## src/rtl/asg_pkg.sv

```systemverilog
// asg_pkg: shared FSM/mode types and signed range helpers for the ASG memory writer
package asg_pkg;
  typedef enum logic [1:0] {IDLE, WRITE, DONE} state_t;
  typedef enum logic {ASG_ARITH, ASG_GEOM} mode_t;
  function automatic logic signed [63:0] smax(input int w);
    return (64'sd1 <<< (w - 1)) - 64'sd1;
  endfunction
  function automatic logic signed [63:0] smin(input int w);
    return -(64'sd1 <<< (w - 1));
  endfunction
endpackage

```

## src/rtl/asg_mem_writer_param_term_calc.sv

```systemverilog
// asg_term_calc: combinational next term (add/mul), saturating when ASG_SATURATE_EN is defined
module asg_term_calc import asg_pkg::*; #(
  parameter int DATA_W = 32
) (
  input  logic                     mode,
  input  logic signed [DATA_W-1:0] term,
  input  logic signed [DATA_W-1:0] d,
  output logic signed [DATA_W-1:0] next_term
`ifdef ASG_SATURATE_EN
  ,
  output logic                     ovf
`endif
);
`ifdef ASG_SATURATE_EN
  localparam int WW = 2 * DATA_W;
  logic signed [WW-1:0] prod, sum, wide, mx, mn;
  assign prod = term * d;
  assign sum = term + d;
  assign mx = WW'(smax(DATA_W));
  assign mn = WW'(smin(DATA_W));
  assign wide = mode ? prod : sum;
  assign ovf = wide > mx || wide < mn;
  assign next_term = wide > mx ? mx[DATA_W-1:0] : wide < mn ? mn[DATA_W-1:0] : wide[DATA_W-1:0];
`else
  assign next_term = mode ? term * d : term + d;
`endif
endmodule

```

## src/rtl/asg_mem_writer_param.sv

```systemverilog
// asg_mem_writer_param: arith/geom sequence writer with ready/valid memory port; ASG_SATURATE_EN enables clamping
module asg_mem_writer_param import asg_pkg::*; #(
  parameter int DATA_W = 32,
  parameter int ADDR_W = 10,
  parameter int CNT_W  = ADDR_W + 1
) (
  input  logic              clk,
  input  logic              rst,
  input  logic              start,
  input  logic              abort,
  input  logic              mode,
  input  logic [DATA_W-1:0] a1,
  input  logic [DATA_W-1:0] d,
  input  logic [CNT_W-1:0]  n,
  input  logic [ADDR_W-1:0] base_addr,
  output logic              mem_we,
  input  logic              mem_ready,
  output logic [ADDR_W-1:0] mem_addr,
  output logic [DATA_W-1:0] mem_wdata,
  output logic              busy,
  output logic              done,
  output logic              err
);
  localparam logic [CNT_W-1:0] DEPTH = CNT_W'(1) << ADDR_W;
  state_t state, state_nxt;
  mode_t cfg_mode;
  logic signed [DATA_W-1:0] cfg_d, term, next_term;
  logic [CNT_W-1:0] cfg_n, count;
  logic n_ok, acc, last;
`ifdef ASG_SATURATE_EN
  logic sat, ovf;
`endif
  assign n_ok = n != '0 && n <= DEPTH;
  assign acc = state == WRITE && mem_ready && !abort;
  assign last = count + CNT_W'(1) == cfg_n;
  assign mem_we = state == WRITE;
  assign busy = state == WRITE;
  assign done = state == DONE;
  assign mem_wdata = term;
  asg_term_calc #(.DATA_W(DATA_W)) u_calc (
    .mode(cfg_mode == ASG_GEOM),
    .term(term),
    .d(cfg_d),
    .next_term(next_term)
`ifdef ASG_SATURATE_EN
    ,
    .ovf(ovf)
`endif
  );
  always_comb begin
    state_nxt = state;
    if (state == IDLE && start) state_nxt = n_ok ? WRITE : DONE;
    else if (state == WRITE) state_nxt = abort ? IDLE : (acc && last) ? DONE : WRITE;
    else if (state == DONE && (abort || !start)) state_nxt = IDLE;
  end
  always_ff @(posedge clk) begin
    if (rst) begin
      state <= IDLE;
      cfg_mode <= ASG_ARITH;
      cfg_d <= '0;
      cfg_n <= '0;
      term <= '0;
      count <= '0;
      mem_addr <= '0;
      err <= 1'b0;
`ifdef ASG_SATURATE_EN
      sat <= 1'b0;
`endif
    end else begin
      state <= state_nxt;
      err <= state_nxt == DONE && (state == DONE ? err : state == IDLE);
      if (state == IDLE && start && n_ok) begin
        cfg_mode <= mode_t'(mode);
        cfg_d <= d;
        cfg_n <= n;
        term <= a1;
        count <= '0;
        mem_addr <= base_addr;
`ifdef ASG_SATURATE_EN
        sat <= 1'b0;
`endif
      end else if (acc) begin
        count <= count + CNT_W'(1);
        if (!last) begin
          mem_addr <= mem_addr + ADDR_W'(1);
`ifdef ASG_SATURATE_EN
          term <= sat ? term : next_term;
          sat <= sat | ovf;
`else
          term <= next_term;
`endif
        end
      end
    end
  end
endmodule
```

## config.mk

```make
export PLATFORM = sky130hd
export DESIGN_NAME = asg_mem_writer_param
export DESIGN_NICKNAME = d
export VERILOG_FILES = /design/src/rtl/asg_pkg.sv /design/src/rtl/asg_mem_writer_param_term_calc.sv /design/src/rtl/asg_mem_writer_param.sv
export SDC_FILE = /design/constraint.sdc
export NUM_CORES = 2
export LEC_CHECK = 0
export CORE_ASPECT_RATIO = 0.9
export CORE_MARGIN = 5
export CORE_UTILIZATION = 57
export DETAILED_ROUTE_END_ITERATION = 7
export GPL_ROUTABILITY_DRIVEN = 0
export GPL_TIMING_DRIVEN = 0
export PLACE_DENSITY = 0.78
export SLEW_MARGIN = 20
export SYNTH_ARGS = -nofsm -noshare
export SYNTH_HDL_FRONTEND = slang
export SYNTH_SLANG_ARGS = --single-unit
```

## constraint.sdc

```tcl
create_clock -name clk -period 6.99 [get_ports clk]
set_clock_uncertainty 0.2 [all_clocks]
set_input_delay 1.398 -clock clk [delete_from_list [all_inputs] [get_ports clk]]
set_output_delay 1.398 -clock clk [all_outputs]
set_load 0.01 [all_outputs]
```

==> metrics.txt <==
outcome finished with violations; failing checks DRC, setup timing; Gate Count Post-Synth 2,575; crit-path max cell delay 0.58 ns; Via Count about 21,000; Final nets 3,491; first-pass GRT wire length between 100 and 150 mm; Worst-Skew Late Latency about 0.35 ns; Power Density 82.44 nW/um^2; Register-to-Register Path Depth 21; Final Hold Vio Count 0; Post-synth EDFFs 0; pin count of the biggest net entering global routing 18; main flop type after synthesis dfxtp_1; Seq/Total Area, Yosys 0.08957; Die X ~220 um; critical path, cell by cell clkbuf_16 > clkbuf_16 > buf_4 > nand2_1 > fa_1 > fa_1 > fa_1 > fa_1 > inv_1 > fa_1 > fa_1 > fa_2 > fa_1 > ha_4 > inv_1 > o21ai_0 > o22ai_4 > nor2_4 > o21a_4 > mux2i_4 > a21oi_1; CP Class register to register; most used cell, CP fa_1; RSZ-0062 raised after global routing yes; Slew HR 0.4937; vias in the first global route 21,510; worst hold path startpoint cfg_n[7]$_SDFFE_PP0P_; Slowest-stage cell, CP fa_1; Req. time, crit path roughly 7.0 ns; DRT iter0 DRCs approximately 2,500; Post-CTS Hold Buffers 0; cell family with most CP delay adder cells; HP Class register to register; layout cells sized above 1 0.1437; Clock Root Buffer clkbuf_16; detailed-route wire length around 83 mm; Mean Syn Cell Area approximately 8.7 um^2; Post-synth ARST share 0; crit end category register; Die Y slightly below 200 um; total CTS buffers 9; Final WS setup -0.4170 ns; I/O pin count about 140; maximum vdd drop between 0.00015 and 0.0002 V; worst r2r src cfg_d[2]$_SDFFE_PP0P_; clk buf depth 2; synthesized flop and latch total 100; dpl cells 3,235; Hold Worst Slack ~0.27 ns; cell leakage power roughly 13 nW; PortBufs roughly 140; WHS Endpoint cfg_n[7]$_SDFFE_PP0P_; Crit Reg-Reg Endpoint mem_wdata[30]$_SDFFE_PP0P_; post-synthesis cell type count 80; die area about 43,000 um^2; Least-Margin Pin Slew roughly 0.76 ns; fmax between 100 and 150 MHz; area delta synth->final 21.40%; Core Region approximately 39,000 um^2; pre-CTS setup slack -1.904 ns; Period minus WS final approximately 7.4 ns; Cell Rows 68; setup slack, reg-to-reg -0.42 ns; final setup violating endpoints 10; worst-path fanout max 7; Critical Path Stages 21; startpoint types register; Worst Path Buf+Inv 5; Starting Density 0.5799; hold depth 2; DR DRC count between 40 and 50; Pre-antenna DRT Iters 8; clk sinks 100; Pins Over Slew Limit 0; syn_nets between 3,000 and 4,000; initial antenna violation count 3; CTS tree yes; Final Total Pwr approximately 0.0022 W; CP arrival 7.41 ns; most frequent cells in the layout inv_1 (412), fa_1 (375), and2_1 (337); gr ovfl total 0; detailed placement HPWL a little over 60 mm; # H-tree levels 3; Tot GR Track Use 0.3742; YS warnings 0; Routed wire per std cell between 20 and 25 um; TNS Setup -2.720 ns; mapped cell area about 22,000 um^2; DR vias/cell between 6 and 7; commonest non-fill, non-tap cell in the layout inv_1; Non-Filler Instances 3,345; Clock Pin Slew Worst Setup and Hold Paths 0.08 ns; max_cap viols 0; Final period util 1.060; DRT antenna net count 0
layout make-up:
class / instances / area, um^2
buffer: 137 / 1471
timing repair buffer: 223 / 2064
sequential: 100 / 2137
multi-input combinational: 1909 / 18900
tap: 525 / 656.9
inverter: 428 / 1607
clock inverter: 5 / 42.54
clock buffer: 10 / 229.0
fill: 2722 / 11410
antenna: 8 / 20.02
flip-flops by register name (all words and copies together), names as in the netlist:
register and cells:
count 11, cfg_d 32, cfg_n 11, state 2, cfg_mode 1, mem_wdata 32, mem_addr 10, err 1
power by group:
group | switching [W] | internal [W]
logic | 0.000621 | 0.000461
clock network | 0.000239 | 0.000246
registers | 0.0000736 | 0.000597
total | 0.000934 | 0.00130
through the flow:
| step | utilization | area (um^2) |
|---|---|---|
| 6_report | 0.7040 | 27130 |
| 5_1_grt | 0.7034 | 27110 |
| 4_1_cts | 0.6909 | 26630 |
| 3_5_place_dp | 0.6320 | 24360 |
| 2_1_floorplan | - | 22350 |
| 3_3_place_gp | 0.6320 | 24360 |
timing repair:
item                                    in CTS  in global routing
resized for setup                          409                118
cloned                                       1                  0
pin swaps                                  147                 85
buffers inserted                            72                 18
endpoints found under the setup margin      21                 18
kinds of logic after synthesis:
| family | count (synthesis) | share of synthesized area |
|---|---|---|
| simple gates | 846 | 0.1945 |
| fa+ha+maj | 592 | 0.4688 |
| buf+inv | 566 | 0.09836 |
| compound gates | 327 | 0.09136 |
| xor+xnor | 138 | 0.05469 |
| flops | 100 | 0.08957 |
| mux | 6 | 0.002687 |
cell usage after synthesis, types with 18 or more instances:
library cell    n  area [um^2]
o21ai_0        50        250.2
a21oi_1       131        655.6
dfxtp_1       100         2002
nand2_1       315         1182
a21o_1         25        187.7
inv_1         427         1603
fa_1          409         8188
a211oi_1       18        135.1
ha_1          183         2290
nor2_1         73        274.0
xnor2_1        99        867.1
and2_1        349         2183
xor2_1         38        332.8
clkbuf_1      120        450.4
o211ai_1       22        165.2
worst max-delay path by stage:
stage,endpoint,startpoint,slack (ns)
3_3_place_gp,mem_wdata[23]$_SDFFE_PP0P_,mem_wdata[2]$_SDFFE_PP0P_,-1.89
6_report,mem_wdata[30]$_SDFFE_PP0P_,cfg_d[2]$_SDFFE_PP0P_,-0.42
5_1_grt,mem_wdata[30]$_SDFFE_PP0P_,cfg_d[3]$_SDFFE_PP0P_,-0.48
4_1_cts,mem_wdata[24]$_SDFFE_PP0P_,cfg_d[2]$_SDFFE_PP0P_,-0.14
2_1_floorplan,mem_wdata[31]$_SDFFE_PP0P_,cfg_d[3]$_SDFFE_PP0P_,0.02
3_5_place_dp,mem_wdata[23]$_SDFFE_PP0P_,mem_wdata[2]$_SDFFE_PP0P_,-1.90
metal layers:
| layer | part of all wire | GRT usage | vias to the layer above |
|---|---|---|---|
| met5 | 0.0010 | 0 | - |
| met3 | 0.15 | 0.1246 | 541 |
| met2 | 0.41 | 0.5629 | 1703 |
| met4 | 0.097 | 0.2395 | 4 |
| met1 | 0.34 | 0.4653 | 10010 |
| li1 | - | - | 8438 |
worst register-to-register path, delay by kind of cell (launching register included):
family                     cells  cell delay, ns
adders and majority gates      9            4.50
and+or+nand+nor                2            0.23
muxes                          1            0.25
AOI/OAI and AO/OA              4            1.03
DFF                            1            0.39
buffers and inverters          5            0.64
Power figures use the tool's default switching activity.
